`src/rtl/axis_bram_writer_if.sv`:
```
// rtl/axis_bram_writer_if.sv - stream ingress and BRAM write port bundle for axis_bram_writer
interface axis_bram_writer_if #(
  parameter int ADDR_W = 12,
  parameter int DATA_W = 64
);
  logic                s_axis_tvalid;
  logic                s_axis_tready;
  logic [DATA_W-1:0]   s_axis_tdata;
  logic [DATA_W/8-1:0] s_axis_tstrb;
  logic                s_axis_tlast;

  logic [ADDR_W-1:0]   bram_addr;
  logic [DATA_W-1:0]   bram_din;
  logic [DATA_W/8-1:0] bram_we;
  logic                bram_en;
  logic [DATA_W-1:0]   bram_dout;

  modport master (
    output s_axis_tvalid, s_axis_tdata, s_axis_tstrb, s_axis_tlast, bram_dout,
    input  s_axis_tready, bram_addr, bram_din, bram_we, bram_en
  );

  modport slave (
    input  s_axis_tvalid, s_axis_tdata, s_axis_tstrb, s_axis_tlast, bram_dout,
    output s_axis_tready, bram_addr, bram_din, bram_we, bram_en
  );
endinterface

```
`src/rtl/axis_bram_writer.sv`:
```
// rtl/axis_bram_writer.sv - AXI4-Stream slave writing accepted beats to consecutive BRAM addresses
module axis_bram_writer #(
  parameter int C_AXIS_BRAM_ADDR_WIDTH = 12,
  parameter int C_AXIS_BRAM_DATA_WIDTH = 64
) (
  input  logic                              clk,
  input  logic                              reset_n,
  input  logic                              ctrl_w_start,
  input  logic [C_AXIS_BRAM_ADDR_WIDTH-1:0] ctrl_w_start_index,
  input  logic [C_AXIS_BRAM_ADDR_WIDTH-1:0] ctrl_w_length,
  output logic                              ctrl_w_busy,
  output logic                              ctrl_w_done,
  output logic [C_AXIS_BRAM_ADDR_WIDTH-1:0] ctrl_w_count,
  output logic                              ctrl_w_early,
  output logic                              bram_clk,
  axis_bram_writer_if.slave                 bus
);
  localparam int AW = C_AXIS_BRAM_ADDR_WIDTH;

  typedef enum logic [1:0] {IDLE, RUN, DONE} state_t;

  state_t          state, state_nxt;
  logic [AW-1:0]   ptr;
  logic [AW-1:0]   len;
  logic [AW-1:0]   cnt_inc;
  logic            hs;
  logic            last_beat;
  logic            unused_dout;

  assign bram_clk          = clk;
  assign unused_dout       = ^bus.bram_dout;
  assign bus.s_axis_tready = (state == RUN);
  assign ctrl_w_busy       = (state != IDLE);
  assign ctrl_w_done       = (state == DONE);

  // Count never exceeds length-1 before the final beat, so the increment cannot wrap.
  assign cnt_inc   = ctrl_w_count + AW'(1);
  assign hs        = bus.s_axis_tvalid & bus.s_axis_tready;
  assign last_beat = hs & ((cnt_inc == len) | bus.s_axis_tlast);

  always_ff @(posedge clk or negedge reset_n) begin
    if (!reset_n) begin
      state <= IDLE;
    end else begin
      state <= state_nxt;
    end
  end

  always_comb begin
    state_nxt = state;
    case (state)
      IDLE: begin
        if (ctrl_w_start) begin
          state_nxt = (ctrl_w_length == '0) ? DONE : RUN;
        end
      end
      RUN: begin
        if (last_beat) begin
          state_nxt = DONE;
        end
      end
      DONE:    state_nxt = IDLE;
      default: state_nxt = IDLE;
    endcase
  end

  always_ff @(posedge clk or negedge reset_n) begin
    if (!reset_n) begin
      ptr           <= '0;
      len           <= '0;
      ctrl_w_count  <= '0;
      ctrl_w_early  <= 1'b0;
      bus.bram_en   <= 1'b0;
      bus.bram_we   <= '0;
      bus.bram_addr <= '0;
      bus.bram_din  <= '0;
    end else begin
      bus.bram_en <= hs;
      if (state == IDLE && ctrl_w_start) begin
        ptr          <= ctrl_w_start_index;
        len          <= ctrl_w_length;
        ctrl_w_count <= '0;
        ctrl_w_early <= 1'b0;
      end
      // Address and data hold between writes; only the enables fall back to zero.
      if (hs) begin
        bus.bram_addr <= ptr;
        bus.bram_din  <= bus.s_axis_tdata;
        bus.bram_we   <= bus.s_axis_tstrb;
        ptr           <= ptr + AW'(1);
        ctrl_w_count  <= cnt_inc;
        ctrl_w_early  <= bus.s_axis_tlast & (cnt_inc < len);
      end else begin
        bus.bram_we   <= '0;
      end
    end
  end
endmodule

```
`src/flat_wrapper.sv`:
```
// flat-port wrapper written by rule: the top's interface ports become plain ports
module axis_bram_writer_flat 
#(
  parameter int C_AXIS_BRAM_ADDR_WIDTH = 12,
  parameter int C_AXIS_BRAM_DATA_WIDTH = 64
)
  (clk, reset_n, ctrl_w_start, ctrl_w_start_index, ctrl_w_length, ctrl_w_busy, ctrl_w_done, ctrl_w_count, ctrl_w_early, bram_clk, bus_s_axis_tvalid, bus_s_axis_tdata, bus_s_axis_tstrb, bus_s_axis_tlast, bus_bram_dout, bus_s_axis_tready, bus_bram_addr, bus_bram_din, bus_bram_we, bus_bram_en);
  axis_bram_writer_if #(.ADDR_W(12), .DATA_W(64)) bus_i ();
  input  logic clk;
  input  logic reset_n;
  input  logic ctrl_w_start;
  input  logic [C_AXIS_BRAM_ADDR_WIDTH-1:0] ctrl_w_start_index;
  input  logic [C_AXIS_BRAM_ADDR_WIDTH-1:0] ctrl_w_length;
  output logic ctrl_w_busy;
  output logic ctrl_w_done;
  output logic [C_AXIS_BRAM_ADDR_WIDTH-1:0] ctrl_w_count;
  output logic ctrl_w_early;
  output logic bram_clk;
  input wire logic [$bits(bus_i.s_axis_tvalid)-1:0] bus_s_axis_tvalid;
  input wire logic [$bits(bus_i.s_axis_tdata)-1:0] bus_s_axis_tdata;
  input wire logic [$bits(bus_i.s_axis_tstrb)-1:0] bus_s_axis_tstrb;
  input wire logic [$bits(bus_i.s_axis_tlast)-1:0] bus_s_axis_tlast;
  input wire logic [$bits(bus_i.bram_dout)-1:0] bus_bram_dout;
  output wire logic [$bits(bus_i.s_axis_tready)-1:0] bus_s_axis_tready;
  output wire logic [$bits(bus_i.bram_addr)-1:0] bus_bram_addr;
  output wire logic [$bits(bus_i.bram_din)-1:0] bus_bram_din;
  output wire logic [$bits(bus_i.bram_we)-1:0] bus_bram_we;
  output wire logic [$bits(bus_i.bram_en)-1:0] bus_bram_en;
  assign bus_i.s_axis_tvalid = bus_s_axis_tvalid;
  assign bus_i.s_axis_tdata = bus_s_axis_tdata;
  assign bus_i.s_axis_tstrb = bus_s_axis_tstrb;
  assign bus_i.s_axis_tlast = bus_s_axis_tlast;
  assign bus_i.bram_dout = bus_bram_dout;
  assign bus_s_axis_tready = bus_i.s_axis_tready;
  assign bus_bram_addr = bus_i.bram_addr;
  assign bus_bram_din = bus_i.bram_din;
  assign bus_bram_we = bus_i.bram_we;
  assign bus_bram_en = bus_i.bram_en;
  axis_bram_writer #(.C_AXIS_BRAM_ADDR_WIDTH(C_AXIS_BRAM_ADDR_WIDTH), .C_AXIS_BRAM_DATA_WIDTH(C_AXIS_BRAM_DATA_WIDTH)) u_core (.clk(clk), .reset_n(reset_n), .ctrl_w_start(ctrl_w_start), .ctrl_w_start_index(ctrl_w_start_index), .ctrl_w_length(ctrl_w_length), .ctrl_w_busy(ctrl_w_busy), .ctrl_w_done(ctrl_w_done), .ctrl_w_count(ctrl_w_count), .ctrl_w_early(ctrl_w_early), .bram_clk(bram_clk), .bus(bus_i));
endmodule
```
`config.mk`:
```
export PLATFORM = sky130hd
export DESIGN_NAME = axis_bram_writer_flat
export DESIGN_NICKNAME = d
export VERILOG_FILES = /design/src/rtl/axis_bram_writer_if.sv /design/src/rtl/axis_bram_writer.sv /design/src/flat_wrapper.sv
export SDC_FILE = /design/constraint.sdc
export NUM_CORES = 1
export LEC_CHECK = 0
export CAP_MARGIN = 25
export CORE_ASPECT_RATIO = 0.75
export CORE_MARGIN = 1.5
export CORE_UTILIZATION = 40
export CTS_CLUSTER_SIZE = 16
export DETAILED_ROUTE_END_ITERATION = 7
export PLACE_DENSITY_LB_ADDON = 0.05
export SLEW_MARGIN = 15
export SYNTH_ARGS = -nofsm -noshare
export SYNTH_HDL_FRONTEND = slang
export SYNTH_SLANG_ARGS = --single-unit
export TNS_END_PERCENT = 30
```
`constraint.sdc`:
```
create_clock -name clk -period 3.3 [get_ports clk]
set_input_delay 0.825 -clock clk [delete_from_list [all_inputs] [get_ports clk]]
set_output_delay 0.825 -clock clk [all_outputs]
set_load 0.1 [all_outputs]
```
==> flow_summary.ini <==
[worst_setup_path]
cp.required_ps = 2470
arrival_ps = 2350
critPathKind = clock port to primary output
crit_slowest_cell = clkdlybuf4s15_2
cp-end-kind = primary output
cp-start-kind = clock port
critPathMaxStageDelay_ps = 450
crit_chain = clkbuf_16 -> clkbuf_16 -> clkdlybuf4s15_2
cp_max_fo = 2
crit_top_cell = clkbuf_16

[synth]
synth_common_cells = 254 x nand2_1, 124 x dfrtp_1, 22 x o21ai_0
synth_xor_area_share_pct = 1.63
synth-compound-area-share_pct = 8.96
synthesis.instances = 579
ys_warn_count = 0
synth_top_area_share_pct = 57.9
yosysSeqAreaShare_pct = 57.9
synth_flop_cell = dfrtp_1
yosysMostFrequentCell = nand2_1
synth_edf_count = 0
syn_nets = 758
synth_top_area_cell = dfrtp_1
synth_top_family_by_area = simple AND/OR/NAND/NOR gates
muxShareOfSynthArea_pct = 0
ys_types = 48
synth-seq-cells = 124
async_flop_share_pct = 100
synthSimpleGateAreaFrac_pct = 24.5
syn_area_um2 = 5360
avgSynthCellArea_um2 = 9.26
synth_area_leaders = dfrtp_1 58%, nand2_1 18%, ha_1 3.3%, o21ai_0 2.1%, buf_2 1.4%
synthAdderAreaFrac_pct = 3.27

[run_status]
outcome = finished clean

[floorplan]
die_width_um = 137
coreArea_um2 = 13000
start_util_pct = 41.2
fp.dieArea_um2 = 14100
die_h_um = 103
rows = 36
num_io_pins = 267

[sta]
maxSlewViolCount = 0
tightest_slew_ps = 759
relSlewSlack_pct = 49.3
rsz0062_at_grt = false
hold_viol = 0
clock_skew_ps = 8.08
setup_ws_ps = 125
setup_viol = 0

[placement]
dp_slack_ps = -115
gp_congestion = 0.796
post-dp-hpwl_um = 9990
port_buffers = 202

[route]
wirelength_um = 14400
drc = 0
num_vias = 4689
drt-vias-per-instance = 4.86
drtIter0Drc = 243
firstDrtPassIters = 4
ant_nets = 0
wl_per_cell_um = 14.9

[clocking]
path_clk_slew_ps = 50
cts_hold_buf = 0
post_cts_resized = 3
clock_latency_ps = 520
cts_tree = done
postCtsSetupBuffers = 0

[flow_run]
drv_cap = 0

[finish]
syn2layout_area_growth_pct = 47.9
n_fill_cell = 1118
drive_gt1_share_pct = 19.5
fin_nets = 959
insertedDiodeCount = 0

[global_route]
track_usage_pct = 21.0
overflow = 0
antenna_found_initial = 0
grt_max_degree = 69
first_global_vias = 4394
grt_pass1_wl_um = 22300

[hold_path]
hold_class = input pin to asynchronous set/reset pin
==> per-layer routing <==
| layer | global-route usage (%) | vias up | part of all wire [%] |
|---|---|---|---|
| met3 | 7.75 | 12 | 7.9 |
| li1 | - | 2303 | - |
| met1 | 28.2 | 2220 | 45 |
| met5 | 0 | - | 0 |
| met4 | 8.76 | 0 | 1.2 |
| met2 | 30.6 | 154 | 46 |
==> cells in the final DEF, fill, tap and decap left out, drive strengths merged, types with 2 or more instances in the layout <==
cell type | netlist | routed
xor2 | 2 | 2
clkdlybuf4s50 | 0 | 99
o21ai | 22 | 22
clkinvlp | 0 | 3
o211ai | 4 | 4
buf | 19 | 109
nand4 | 5 | 5
a21oi | 13 | 13
and4 | 3 | 3
o221a | 3 | 3
nand3 | 12 | 12
o311ai | 2 | 2
o22ai | 3 | 3
nor2 | 10 | 10
and2 | 10 | 10
xnor2 | 8 | 8
nor4 | 3 | 3
bufinv | 0 | 2
inv | 16 | 15
dfrtp | 124 | 124
a211oi | 2 | 2
clkinv | 0 | 8
a31oi | 2 | 2
a22o | 7 | 7
a21o | 2 | 2
nor2b | 2 | 2
nand2 | 254 | 254
or3b | 2 | 2
ha | 14 | 14
clkbuf | 11 | 23
and3 | 4 | 4
o31ai | 5 | 5
or3 | 2 | 2
==> state kept, by name (all words and copies together) (netlist names) <==
name / flops
u_core.bus.bram_addr: 12
u_core.bus.bram_din: 64
u_core.bus.bram_en: 1
u_core.bus.bram_we: 8
u_core.ctrl_w_count: 12
u_core.ctrl_w_early: 1
u_core.len: 12
u_core.ptr: 12
u_core.state: 2
==> logic make-up (layout without fill, tap and decap cells) <==
logic type                 after synthesis  in the layout
AOI/OAI and AO/OA                       72             72
xor gates and xnor gates                10             10
adders and majority gates               14             14
buffers and inverters                   46            260
DFF                                    124            124
and+or+nand+nor                        313            313
==> cell type report <==
type	instances	area [µm²]	share of cell area, %
Sequential cell	124	3100	39.1
Multi-Input combinational cell	409	2060	26.0
Timing Repair Buffer	208	1820	23.0
Clock buffer	24	543	6.85
Tap cell	171	214	2.70
Clock inverter	12	121	1.53
Inverter	16	61.3	0.773
==> metrics by stage <==
| stage | hold WS, ps | cells | cell area, µm² | utilization [%] | TNS (ps) |
|---|---|---|---|---|---|
| 2_1_floorplan | 450 | 579 | 5360 | - | 0 |
| 3_3_place_gp | 458 | 929 | 7270 | 55.9 | -115 |
| 3_5_place_dp | 464 | 929 | 7270 | 55.9 | -115 |
| 4_1_cts | 243 | 964 | 7930 | 60.9 | 0 |
| 5_1_grt | 263 | 964 | 7930 | 60.9 | 0 |
| 6_report | 244 | 964 | 7930 | 60.9 | 0 |
==> critical path: cells and delay by family <==
kind                   cells  cell delay [ps]
buffers and inverters      3              700
==> path summary, 6_finish.rpt <==
kind	startpoint	endpoint	slack (ps)	depth (start not counted)
min in group clk	u_core.bus.bram_din[26]$_DFFE_PN0P_	u_core.bus.bram_din[26]$_DFFE_PN0P_	470	2
worst min-delay path	reset_n	u_core.bus.bram_addr[3]$_DFFE_PN0P_	240	1
worst max register to register	u_core.ctrl_w_count[0]$_DFFE_PN0P_	u_core.ctrl_w_early$_DFFE_PN0P_	570	9
max in group asynchronous	reset_n	u_core.bus.bram_din[31]$_DFFE_PN0P_	2310	2
worst min register to register	u_core.bus.bram_din[26]$_DFFE_PN0P_	u_core.bus.bram_din[26]$_DFFE_PN0P_	470	2
worst max-delay path	clk	bram_clk	120	3
Power is not shown: default switching activity piles up to over one toggle a cycle in this logic, so the estimate is an artifact.
